<file path="config.mk">
export PLATFORM = sky130hd
export DESIGN_NAME = lsu_sram_requester_flat
export DESIGN_NICKNAME = d
export VERILOG_FILES = /design/src/rtl/lsu_sram_requester_pkg.sv /design/src/rtl/lsu_sram_requester_if.sv /design/src/rtl/lsu_sram_requester_lane_align.sv /design/src/rtl/lsu_sram_requester.sv /design/src/flat_wrapper.sv
export SDC_FILE = /design/constraint.sdc
export NUM_CORES = 1
export LEC_CHECK = 0
export CORE_ASPECT_RATIO = 1.25
export CORE_UTILIZATION = 49
export CTS_CLUSTER_DIAMETER = 200
export DETAILED_ROUTE_END_ITERATION = 10
export PLACE_DENSITY_LB_ADDON = 0.1
export SYNTH_ARGS = -nofsm -noshare
export SYNTH_HDL_FRONTEND = slang
export SYNTH_SLANG_ARGS = --single-unit
</file>
<file path="constraint.sdc">
create_clock -name i_clk -period 3.9 [get_ports i_clk]
set_input_delay 0.585 -clock i_clk [delete_from_list [all_inputs] [get_ports i_clk]]
set_output_delay 0.585 -clock i_clk [all_outputs]
set_load 0.005 [all_outputs]
</file>
<file path="src/rtl/lsu_sram_requester_pkg.sv">
`default_nettype none
// ============================================================================
// Module   : lsu_sram_pkg
// Purpose  : Shared types and lane helpers for the LSU -> SRAM requester.
//            Holds the FSM state encoding, the LSU funct3 codes, and the
//            byte-lane functions shared by the lane aligner.
// Revision : 1.0  initial release
// ============================================================================
package lsu_sram_pkg;

    typedef enum logic [1:0] {
        IDLE = 2'd0,
        REQ  = 2'd1,
        WAIT = 2'd2,
        DONE = 2'd3
    } state_e;

    localparam logic [2:0] F3_B  = 3'b000;
    localparam logic [2:0] F3_H  = 3'b001;
    localparam logic [2:0] F3_W  = 3'b010;
    localparam logic [2:0] F3_BU = 3'b100;
    localparam logic [2:0] F3_HU = 3'b101;

    // Access width classes; any funct3 outside B/H/BU/HU behaves as a word.
    localparam logic [1:0] SZ_B = 2'd0;
    localparam logic [1:0] SZ_H = 2'd1;
    localparam logic [1:0] SZ_W = 2'd2;

    function automatic logic [1:0] f_size(input logic [2:0] funct3);
        logic [1:0] size;
        case (funct3)
            F3_B, F3_BU: size = SZ_B;
            F3_H, F3_HU: size = SZ_H;
            default:     size = SZ_W;
        endcase
        return size;
    endfunction

    function automatic logic f_misaligned(input logic [2:0] funct3,
                                          input logic [1:0] addr_lo);
        logic mis;
        case (f_size(funct3))
            SZ_B:    mis = 1'b0;
            SZ_H:    mis = addr_lo[0];
            default: mis = |addr_lo;
        endcase
        return mis;
    endfunction

    function automatic logic [3:0] f_store_mask(input logic [2:0] funct3,
                                                input logic [1:0] addr_lo);
        logic [3:0] mask;
        case (f_size(funct3))
            SZ_B:    mask = 4'b0001 << addr_lo;
            SZ_H:    mask = 4'b0011 << {addr_lo[1], 1'b0};
            default: mask = 4'b1111;
        endcase
        return mask;
    endfunction

    // Replicating the operand across every lane lets the byte mask alone
    // select which lanes the controller actually writes.
    function automatic logic [31:0] f_store_data(input logic [2:0]  funct3,
                                                 input logic [31:0] wdata);
        logic [31:0] data;
        case (f_size(funct3))
            SZ_B:    data = {4{wdata[7:0]}};
            SZ_H:    data = {2{wdata[15:0]}};
            default: data = wdata;
        endcase
        return data;
    endfunction

    function automatic logic [31:0] f_load_extend(input logic [2:0]  funct3,
                                                  input logic [1:0]  addr_lo,
                                                  input logic [31:0] word);
        logic [31:0] byte_sh;
        logic [31:0] half_sh;
        logic [31:0] data;
        byte_sh = word >> {addr_lo, 3'b000};
        half_sh = word >> {addr_lo[1], 4'b0000};
        case (funct3)
            F3_B:    data = {{24{byte_sh[7]}}, byte_sh[7:0]};
            F3_BU:   data = {24'h000000, byte_sh[7:0]};
            F3_H:    data = {{16{half_sh[15]}}, half_sh[15:0]};
            F3_HU:   data = {16'h0000, half_sh[15:0]};
            default: data = word;
        endcase
        return data;
    endfunction

endpackage
`default_nettype wire

</file>
<file path="src/rtl/lsu_sram_requester_if.sv">
`default_nettype none
// ============================================================================
// Module   : lsu_sram_requester_if
// Purpose  : Request port of the 32-bit SRAM controller.
//            Signal names are from the requester's point of view.
//   o_ADDR  [17:0]  word address          o_WREN  1  one-cycle write strobe
//   o_WDATA [31:0]  lane-replicated data  o_RDEN  1  one-cycle read strobe
//   o_BMASK [3:0]   byte enables          i_RDATA 32 read word, valid with ACK
//                                         i_ACK   1  transaction complete
// Revision : 1.0  initial release
// ============================================================================
interface lsu_sram_requester_if;
    logic [17:0] o_ADDR;
    logic [31:0] o_WDATA;
    logic [3:0]  o_BMASK;
    logic        o_WREN;
    logic        o_RDEN;
    logic [31:0] i_RDATA;
    logic        i_ACK;

    modport master (
        output o_ADDR, o_WDATA, o_BMASK, o_WREN, o_RDEN,
        input  i_RDATA, i_ACK
    );

    modport slave (
        input  o_ADDR, o_WDATA, o_BMASK, o_WREN, o_RDEN,
        output i_RDATA, i_ACK
    );
endinterface
`default_nettype wire

</file>
<file path="src/rtl/lsu_sram_requester_lane_align.sv">
`default_nettype none
// ============================================================================
// Module   : lsu_lane_align
// Purpose  : Combinational byte-lane logic for the requester.
//            Store side works on the live LSU request; load side works on
//            the funct3/offset latched at request time.
//   i_st_funct3/i_st_addr_lo/i_st_wdata -> o_st_mask, o_st_wdata,
//                                          o_misaligned_raw
//   i_ld_funct3/i_ld_addr_lo/i_ld_word  -> o_ld_data (extended load)
// Revision : 1.0  initial release
// ============================================================================
module lsu_lane_align
    import lsu_sram_pkg::*;
(
    input  wire logic [2:0]  i_st_funct3,
    input  wire logic [1:0]  i_st_addr_lo,
    input  wire logic [31:0] i_st_wdata,
    output      logic [3:0]  o_st_mask,
    output      logic [31:0] o_st_wdata,
    output      logic        o_misaligned_raw,
    input  wire logic [2:0]  i_ld_funct3,
    input  wire logic [1:0]  i_ld_addr_lo,
    input  wire logic [31:0] i_ld_word,
    output      logic [31:0] o_ld_data
);

    assign o_st_mask        = f_store_mask(i_st_funct3, i_st_addr_lo);
    assign o_st_wdata       = f_store_data(i_st_funct3, i_st_wdata);
    assign o_misaligned_raw = f_misaligned(i_st_funct3, i_st_addr_lo);
    assign o_ld_data        = f_load_extend(i_ld_funct3, i_ld_addr_lo, i_ld_word);

endmodule
`default_nettype wire

</file>
<file path="src/rtl/lsu_sram_requester.sv">
`default_nettype none
// ============================================================================
// Module   : lsu_sram_requester
// Purpose  : Converts one single-cycle-core LSU access into one strobed
//            SRAM controller transaction, stalling the core until ACK or
//            timeout. FSM IDLE -> REQ -> WAIT -> DONE -> IDLE.
//   i_clk, i_reset (async, active low)
//   i_lsu_addr/wdata/wren/rden/funct3 : core request (held while o_stall)
//   o_lsu_rdata  extended load data    o_lsu_valid  1-cycle completion
//   o_stall      freeze core           o_misaligned comb misalign flag
//   o_timeout    1-cycle abort flag    sram         controller request port
// Revision : 1.0  initial release
// ============================================================================
module lsu_sram_requester
    import lsu_sram_pkg::*;
#(
    parameter int TIMEOUT_CYCLES = 255,
    parameter int ADDR_LSB       = 2
)
(
    input  wire logic                 i_clk,
    input  wire logic                 i_reset,
    input  wire logic [31:0]          i_lsu_addr,
    input  wire logic [31:0]          i_lsu_wdata,
    input  wire logic                 i_lsu_wren,
    input  wire logic                 i_lsu_rden,
    input  wire logic [2:0]           i_lsu_funct3,
    output      logic [31:0]          o_lsu_rdata,
    output      logic                 o_lsu_valid,
    output      logic                 o_stall,
    output      logic                 o_misaligned,
    output      logic                 o_timeout,
    lsu_sram_requester_if.master      sram
);

    localparam int             CNT_W     = $clog2(TIMEOUT_CYCLES + 1);
    localparam logic [CNT_W-1:0] C_TIMEOUT = CNT_W'(TIMEOUT_CYCLES);

    state_e             r_state;
    logic [17:0]        r_addr;
    logic [31:0]        r_wdata;
    logic [3:0]         r_bmask;
    logic               r_wren;
    logic               r_rden;
    logic               r_dir_wr;
    logic [2:0]         r_funct3;
    logic [1:0]         r_addr_lo;
    logic               r_stall;
    logic               r_valid;
    logic               r_timeout;
    logic [31:0]        r_rdata;
    logic [CNT_W-1:0]   r_cnt;

    logic               w_req;
    logic               w_mis_raw;
    logic               w_start;
    logic [3:0]         w_st_mask;
    logic [31:0]        w_st_wdata;
    logic [31:0]        w_ld_data;
    logic [CNT_W-1:0]   w_cnt_inc;
    logic               w_expire;
    logic               w_unused_addr;

    lsu_lane_align u_lane_align (
        .i_st_funct3      (i_lsu_funct3),
        .i_st_addr_lo     (i_lsu_addr[1:0]),
        .i_st_wdata       (i_lsu_wdata),
        .o_st_mask        (w_st_mask),
        .o_st_wdata       (w_st_wdata),
        .o_misaligned_raw (w_mis_raw),
        .i_ld_funct3      (r_funct3),
        .i_ld_addr_lo     (r_addr_lo),
        .i_ld_word        (sram.i_RDATA),
        .o_ld_data        (w_ld_data)
    );

    // Only part of the byte address reaches the controller.
    assign w_unused_addr = ^i_lsu_addr;

    assign w_req     = i_lsu_wren | i_lsu_rden;
    assign w_start   = (r_state == IDLE) && w_req && !w_mis_raw;
    assign w_cnt_inc = r_cnt + CNT_W'(1);
    assign w_expire  = (w_cnt_inc == C_TIMEOUT);

    // The stall must rise in the same cycle the core presents the request,
    // so the IDLE term is combinational; REQ/WAIT use the registered copy.
    assign o_stall      = w_start | r_stall;
    assign o_misaligned = (r_state == IDLE) && w_req && w_mis_raw;
    assign o_lsu_valid  = r_valid;
    assign o_timeout    = r_timeout;
    assign o_lsu_rdata  = r_rdata;

    assign sram.o_ADDR  = r_addr;
    assign sram.o_WDATA = r_wdata;
    assign sram.o_BMASK = r_bmask;
    assign sram.o_WREN  = r_wren;
    assign sram.o_RDEN  = r_rden;

    always_ff @(posedge i_clk or negedge i_reset) begin
        if (!i_reset) begin
            r_state   <= IDLE;
            r_addr    <= '0;
            r_wdata   <= '0;
            r_bmask   <= '0;
            r_wren    <= 1'b0;
            r_rden    <= 1'b0;
            r_dir_wr  <= 1'b0;
            r_funct3  <= '0;
            r_addr_lo <= '0;
            r_stall   <= 1'b0;
            r_valid   <= 1'b0;
            r_timeout <= 1'b0;
            r_rdata   <= '0;
            r_cnt     <= '0;
        end else begin
            // Strobes and completion flags are single-cycle pulses.
            r_wren    <= 1'b0;
            r_rden    <= 1'b0;
            r_valid   <= 1'b0;
            r_timeout <= 1'b0;

            case (r_state)
                IDLE: begin
                    if (w_start) begin
                        r_addr    <= i_lsu_addr[ADDR_LSB+17:ADDR_LSB];
                        r_wdata   <= w_st_wdata;
                        // Store takes priority when both requests are high.
                        r_bmask   <= i_lsu_wren ? w_st_mask : 4'b1111;
                        r_wren    <= i_lsu_wren;
                        r_rden    <= !i_lsu_wren;
                        r_dir_wr  <= i_lsu_wren;
                        r_funct3  <= i_lsu_funct3;
                        r_addr_lo <= i_lsu_addr[1:0];
                        r_stall   <= 1'b1;
                        r_cnt     <= '0;
                        r_state   <= REQ;
                    end
                end

                REQ, WAIT: begin
                    if (sram.i_ACK) begin
                        if (!r_dir_wr) begin
                            r_rdata <= w_ld_data;
                        end
                        r_stall <= 1'b0;
                        r_valid <= 1'b1;
                        r_cnt   <= '0;
                        r_state <= DONE;
                    end else if (w_expire) begin
                        r_rdata   <= '0;
                        r_stall   <= 1'b0;
                        r_valid   <= 1'b1;
                        r_timeout <= 1'b1;
                        r_cnt     <= '0;
                        r_state   <= DONE;
                    end else begin
                        r_cnt   <= w_cnt_inc;
                        r_state <= WAIT;
                    end
                end

                DONE: begin
                    // The core advances on this edge; its request is ignored.
                    r_state <= IDLE;
                end

                default: begin
                    r_state <= IDLE;
                end
            endcase
        end
    end

endmodule
`default_nettype wire
</file>
<file path="src/flat_wrapper.sv">
// flat-port wrapper written by rule: the top's interface ports become plain ports
module lsu_sram_requester_flat import lsu_sram_pkg::*;
#(
    parameter int TIMEOUT_CYCLES = 255,
    parameter int ADDR_LSB       = 2
)
  (i_clk, i_reset, i_lsu_addr, i_lsu_wdata, i_lsu_wren, i_lsu_rden, i_lsu_funct3, o_lsu_rdata, o_lsu_valid, o_stall, o_misaligned, o_timeout, sram_o_ADDR, sram_o_WDATA, sram_o_BMASK, sram_o_WREN, sram_o_RDEN, sram_i_RDATA, sram_i_ACK);
  lsu_sram_requester_if sram_i ();
  input  wire logic i_clk;
  input  wire logic i_reset;
  input  wire logic [31:0] i_lsu_addr;
  input  wire logic [31:0] i_lsu_wdata;
  input  wire logic i_lsu_wren;
  input  wire logic i_lsu_rden;
  input  wire logic [2:0] i_lsu_funct3;
  output      logic [31:0] o_lsu_rdata;
  output      logic o_lsu_valid;
  output      logic o_stall;
  output      logic o_misaligned;
  output      logic o_timeout;
  output wire logic [$bits(sram_i.o_ADDR)-1:0] sram_o_ADDR;
  output wire logic [$bits(sram_i.o_WDATA)-1:0] sram_o_WDATA;
  output wire logic [$bits(sram_i.o_BMASK)-1:0] sram_o_BMASK;
  output wire logic [$bits(sram_i.o_WREN)-1:0] sram_o_WREN;
  output wire logic [$bits(sram_i.o_RDEN)-1:0] sram_o_RDEN;
  input wire logic [$bits(sram_i.i_RDATA)-1:0] sram_i_RDATA;
  input wire logic [$bits(sram_i.i_ACK)-1:0] sram_i_ACK;
  assign sram_o_ADDR = sram_i.o_ADDR;
  assign sram_o_WDATA = sram_i.o_WDATA;
  assign sram_o_BMASK = sram_i.o_BMASK;
  assign sram_o_WREN = sram_i.o_WREN;
  assign sram_o_RDEN = sram_i.o_RDEN;
  assign sram_i.i_RDATA = sram_i_RDATA;
  assign sram_i.i_ACK = sram_i_ACK;
  lsu_sram_requester #(.TIMEOUT_CYCLES(TIMEOUT_CYCLES), .ADDR_LSB(ADDR_LSB)) u_core (.i_clk(i_clk), .i_reset(i_reset), .i_lsu_addr(i_lsu_addr), .i_lsu_wdata(i_lsu_wdata), .i_lsu_wren(i_lsu_wren), .i_lsu_rden(i_lsu_rden), .i_lsu_funct3(i_lsu_funct3), .o_lsu_rdata(o_lsu_rdata), .o_lsu_valid(o_lsu_valid), .o_stall(o_stall), .o_misaligned(o_misaligned), .o_timeout(o_timeout), .sram(sram_i));
endmodule
</file>
; ---- Word-level counts from Yosys, hierarchy flattened
; Cells that the tools add are included.
[word_totals]
ramBits = 0
latchBits = 0
n_memories = 0
output_inout_bits = 92
rom_bits = 0
regBits = 107
wordCells = 84
inputBits = 104
[classes]
reduce_logical = 19
n_shift = 4
bitwise_logic = 2
div_mod_pow = 0
eq_ne = 14
order_cmp = 0
multipliers = 0
muxes = 30
add_sub_neg = 1
[ops]
columns = operator, n
row1 = one-hot mux 32 bit (4 select lines), 1
row2 = 2-to-1 mux 32 bit, 3
row3 = one-hot mux 32 bit (2 select lines), 1
row4 = >> shifter 32 x 5 -> 16 bit, 1
row5 = >> shifter 32 x 5 -> 8 bit, 1
row6 = 2-to-1 mux 8 bit, 3
row7 = one-hot mux 8 bit (2 select lines), 1
row8 = 2-to-1 mux 1 bit, 13
row9 = "equality test 3 bit, second input constant", 4
row10 = "adder 8 x 1 -> 8 bit, second input constant", 1
row11 = "equality test 8 bit, second input constant", 1
row12 = one-hot mux 4 bit (2 select lines), 1
row13 = OR reduction 2 bit, 4
row14 = "equality test 3 x 1 -> 1 bit, second input constant", 2
row15 = zero test 3 bit, 2
row16 = one-hot mux 2 bit (3 select lines), 1
row17 = AND reduction 3 bit, 2
row18 = "equality test 2 x 1 -> 1 bit, second input constant", 2
row19 = "equality test 2 bit, second input constant", 2
row20 = zero test 2 bit, 2
row21 = 2-to-1 mux 2 bit, 2
row22 = 2-to-1 mux 4 bit, 1
row23 = one-hot mux 1 bit (2 select lines), 2
row24 = one-hot mux 2 bit (2 select lines), 1
row25 = 10 further kinds, 16

; ---- Depth between registers and ports, before layout
[logic_depth]
depth_word = 9
mapped_depth = 9
ltp_nobuf = 8

; ---- Hierarchy
; Synthesis repeated with hierarchy kept, for this count alone.
[unflattened]
cells_unflattened = 604
hier_area_um2 = 5426.5
[modules_own_cells]
columns = mod, cells_per_inst, area_per_inst_um2, seq_area_each_um2, instances
row1 = lsu_sram_requester, 417, 4257.8, 2677.6, 1
row2 = lsu_lane_align, 187, 1168.6, 0.0, 1

; ---- Worst setup path after synthesis
; No wires, ideal clock.
[synth_path]
path_type = input port to output port
startpoint = input port i_lsu_addr[0]
endpoint = output port o_stall
path_stages = 5
path_buffers = 2
required_time_ns = 3.315
slack_ns = 1.476
t_arrival_ns = 1.839
cell_sequence = clkbuf_1 > or2_1 > a221oi_2 > clkbuf_1 > or2_2
[synth_between]
elab_chain_len = 5
[synth_rtl]
columns = item, line
row1 = "start, declared", flat_wrapper.sv:11  ; input wire logic [31:0] i_lsu_addr;
row2 = OR reduction 2 bit, lsu_sram_requester_pkg.sv:45  ; default: mis = |addr_lo;
row3 = one-hot mux 1 bit (2 select lines) *, lsu_sram_requester_pkg.sv:42  ; case (f_size(funct3))
row4 = zero test 1 bit *, lsu_sram_requester.sv:81  ; assign w_start = (r_state == IDLE) && w_req && !w_mis_raw;
row5 = logical AND 1 bit *, lsu_sram_requester.sv:81
row6 = bitwise OR 1 bit *, lsu_sram_requester.sv:87  ; assign o_stall = w_start | r_stall;
row7 = "end, declared", flat_wrapper.sv:18  ; output logic o_stall;
; Every way passes the cells marked *; elsewhere a longest branch is shown, timed or not.

; ---- Final worst setup path
[layout_path]
startpoint = input port i_lsu_funct3[1]
endpoint = output port o_stall
[layout_between]
elab_chain_len = 8
elab_cells_between_ends = 13
cone_classes = eq/ne (4) / mux (2) / bitwise (1) / reduce/logical (6)
[layout_rtl]
columns = item, line
row1 = "start, declared", flat_wrapper.sv:15  ; input wire logic [2:0] i_lsu_funct3;
row2 = "equality test 3 x 1 -> 1 bit, or another cell as far along", lsu_sram_requester_pkg.sv:31  ; case (funct3)
row3 = OR reduction 2 bit, lsu_sram_requester_pkg.sv:31
row4 = one-hot mux 2 bit (2 select lines) *, lsu_sram_requester_pkg.sv:31
row5 = equality test 2 x 1 -> 1 bit or zero test 2 bit (tied branches), lsu_sram_requester_pkg.sv:42
row6 = one-hot mux 1 bit (2 select lines) *, lsu_sram_requester_pkg.sv:42
row7 = zero test 1 bit *, lsu_sram_requester.sv:81
row8 = logical AND 1 bit *, lsu_sram_requester.sv:81
row9 = bitwise OR 1 bit *, lsu_sram_requester.sv:87
; Marked as above.

==> impl_metrics.yaml <==
power:
  clock_power_share_pct: 15.9
  peakVddDrop_v: 0.000344
  swShare_pct: 34.6
  p_leak_nw: 3.44
  net-switching-power_mw: 1.82
  combPwrFrac_pct: 47.5
  p_seq_share_pct: 36.6
  powerDensity_mw_per_mm2: 690
  intPower_mw: 3.44
flow_run:
  max_cap_viol_count: 0
timing:
  relSlewSlack_pct: 38.9
  finalCritPeriodShare_pct: 78.0
  holdWs_ns: 0.297
  hold_viol_final: 0
  setup_viol: 0
  setup_slack_ns: 0.857
  worstMarginPinSlew_ns: 0.893
  fin_tns_setup_ns: 0
  fin_worst_skew_ns: 0.00628
  drv_slew: 0
  fmax_mhz: 329
  rsz0062_at_grt: "false"
  min_period_ns: 3.04
synthesis:
  synth_edf_count: 0
  avgSynthCellArea_um2: 9.64
  ys_ff_latch: 107
  synthFlopType: "dfrtp_1"
  ys.warnings.count: 0
  syn_nets: 676
  synth_area_mm2: 0.00548
  yosys.cell_types.count: 50
  synth-async-reset-ratio_pct: 100
  seq_area_frac_synth_pct: 48.9
  syn_inst: 568
grt:
  antenna_found_initial: 0
  grt_overflow: 0
  grt_max_degree: 70
  grt_pass1_vias: 4834
  track_usage_pct: 26.2
  grt_pass1_wl_mm: 23.5
place:
  numPortBuffers: 183
  gp_routability_congestion: 0.845
  hpwl_mm: 10.5
  pre_cts_slack_ns: 0.842
final_layout:
  nets: 846
  antenna_cells: 0
  drive_above_1_share_pct: 9.96
  area_growth_pct: 39.2
  postLayoutCoreUtil_pct: 71.1
clock_tree:
  clkSlewWorstSetupHoldPaths_ns: 0.07
  hold_buffers: 0
  cts_setup_buffers: 0
  h-tree-depth: 3
  cts_root_buf: "clkbuf_16"
  post_cts_resized: 0
  cts_made_buffers: 9
  clock_latency_ns: 0.34
  cts_tree: "done"
  cts.sinks: 107
  clk_path_buf_depth: 2
critical_path:
  slowest_delay_ns: 0.76
  critPathMaxFanout: 11
  crit_required_ns: 3.31
  crit_slowest_cell: "clkdlybuf4s50_1"
  r2r-start: "u_core.r_cnt[1]"
  path_cells: "clkdlybuf4s50_1 > a221oi_4 > or2_2 > clkdlybuf4s50_1"
  worstSetupEndpointType: "primary output"
  start_kind: "input port"
  startpoint: "i_lsu_funct3[1]"
  crit_buf_inv: 2
  critPathTopFamily: "buffers and inverters"
  critical_path_class: "input port to primary output"
  arrival_ns: 2.46
  timing.critical_path.mode_cell: "clkdlybuf4s50_1"
outcome:
  status: "finished, final reports clean"
route:
  dr_total_vias: 4711
  drt_iter0_markers: 222
  routed_wl_mm: 14.5
  drc: 0
  vias_per_cell: 5.38
  first_pass_iters: 4
  wire_per_inst_um: 16.6
  drtAntennaViolNets: 0
die:
  die_area_mm2: 0.0116
  fp.coreArea_mm2: 0.0107
  rows: 42
  io_pins: 196
  die_y_um: 120
  die_w_um: 96.6
  initial_core_util_pct: 51.1
worst_hold_path:
  hp-class: "input port to async pin"
## synthesized netlist by cell type, types with 3 or more instances
master	instances	share of area [%]
o22ai_1	5	0.57
nand2_1	121	8.3
mux2i_1	27	4.9
buf_12	3	1.1
mux2_2	9	1.9
inv_1	29	2.0
nor2_1	40	2.7
nor3_1	4	0.37
or3_1	6	0.69
nand3_1	10	0.91
o31ai_1	4	0.55
o21ai_0	35	3.2
mux2_4	26	7.1
o211ai_1	6	0.82
nor2b_1	4	0.46
nand2b_1	3	0.34
dfrtp_1	107	49
ha_1	4	0.91
a21oi_1	62	5.7
clkbuf_1	25	1.7
## metal layers
layer	track usage, %	wire length [µm]	share of wire [%]	vias to the layer above
met5	0	0	0	-
met4	9.28	275	1.9	0
met3	6.79	1090	7.5	20
met2	44.0	7400	51	157
met1	32.1	5740	40	2266
li1	-	-	-	2268
## state kept, by name, indices dropped and copies added (netlist names), 2 cells and up
signal,count
u_core.o_lsu_rdata,32
u_core.r_addr_lo,2
u_core.r_cnt,8
u_core.r_funct3,3
u_core.r_state,2
u_core.sram.o_ADDR,18
u_core.sram.o_BMASK,4
u_core.sram.o_WDATA,32
## metrics by stage
step           area (µm²)  cells  power, mW
4_1_cts              7620    875       5.31
3_3_place_gp         7360    859       4.35
3_5_place_dp         7360    859       4.44
2_1_floorplan        5480    568       3.21
5_1_grt              7620    875       5.62
6_report             7620    875       5.26
## cells in the final DEF (no fill, tap or decap), types with 3 or more instances in the layout
| master | instances |
|---|---|
| a21oi_1 | 62 |
| buf_4 | 11 |
| clkbuf_16 | 9 |
| clkdlybuf4s50_1 | 182 |
| clkinv_2 | 4 |
| dfrtp_1 | 107 |
| ha_1 | 4 |
| inv_1 | 29 |
| mux2_2 | 9 |
| mux2_4 | 26 |
| mux2i_1 | 27 |
| nand2_1 | 121 |
| nand2b_1 | 3 |
| nand3_1 | 9 |
| nor2_1 | 40 |
| nor2b_1 | 4 |
| nor3_1 | 4 |
| o211ai_1 | 6 |
| o21ai_0 | 35 |
| o22ai_1 | 5 |
| o31ai_1 | 4 |
| or3_1 | 6 |
## area by class of cell
type,instances,area (µm²)
multi-input cells,398,2500
clock buffers,9,225
fillers,860,3100
well taps,132,165
flip-flops and latches,107,2680
repair buffers,193,1900
inverters,29,109
clock inverters,7,43.8
## worst register-to-register path: stages (launching register included)
cell	delay, ns
dfrtp_1	0.42
ha_1	0.21
nand3_1	0.16
xor2_1	0.20
nor2_1	0.20
nand3b_4	0.11
o21bai_4	0.70
buf_4	0.38
mux2_4	0.33
## power groups by stage
stage | Clock [mW] | Combinational, mW | Sequential, mW
floorplan | 0 | 1.35 | 1.86
global placement | 0 | 2.43 | 1.91
detailed placement | 0 | 2.50 | 1.93
CTS | 0.862 | 2.52 | 1.92
global route | 0.900 | 2.73 | 1.99
finish | 0.839 | 2.50 | 1.92
## worst paths after layout
check	depth (start not counted)	endpoint	slack, ns
max in group asynchronous	2	u_core.o_lsu_rdata[31]	2.76
hold / removal	1	u_core.r_cnt[0]	0.30
min in group i_clk	2	u_core.sram.o_WDATA[1]	0.48
hold reg to reg	2	u_core.sram.o_WDATA[1]	0.48
setup reg to reg	8	u_core.o_lsu_rdata[4]	1.07
setup / recovery	4	o_stall	0.86
## kinds of logic after synthesis
logic type | share of synthesized area, %
adder cells (fa/ha/maj) | 0.914
AND/OR/NAND/NOR | 15.3
AO/OA/AOI/OAI | 14.1
XOR/XNOR | 0.320
multiplexers | 14.7
flip-flops | 48.9
buffers and inverters | 5.76
(Power assumes the default switching activity.)
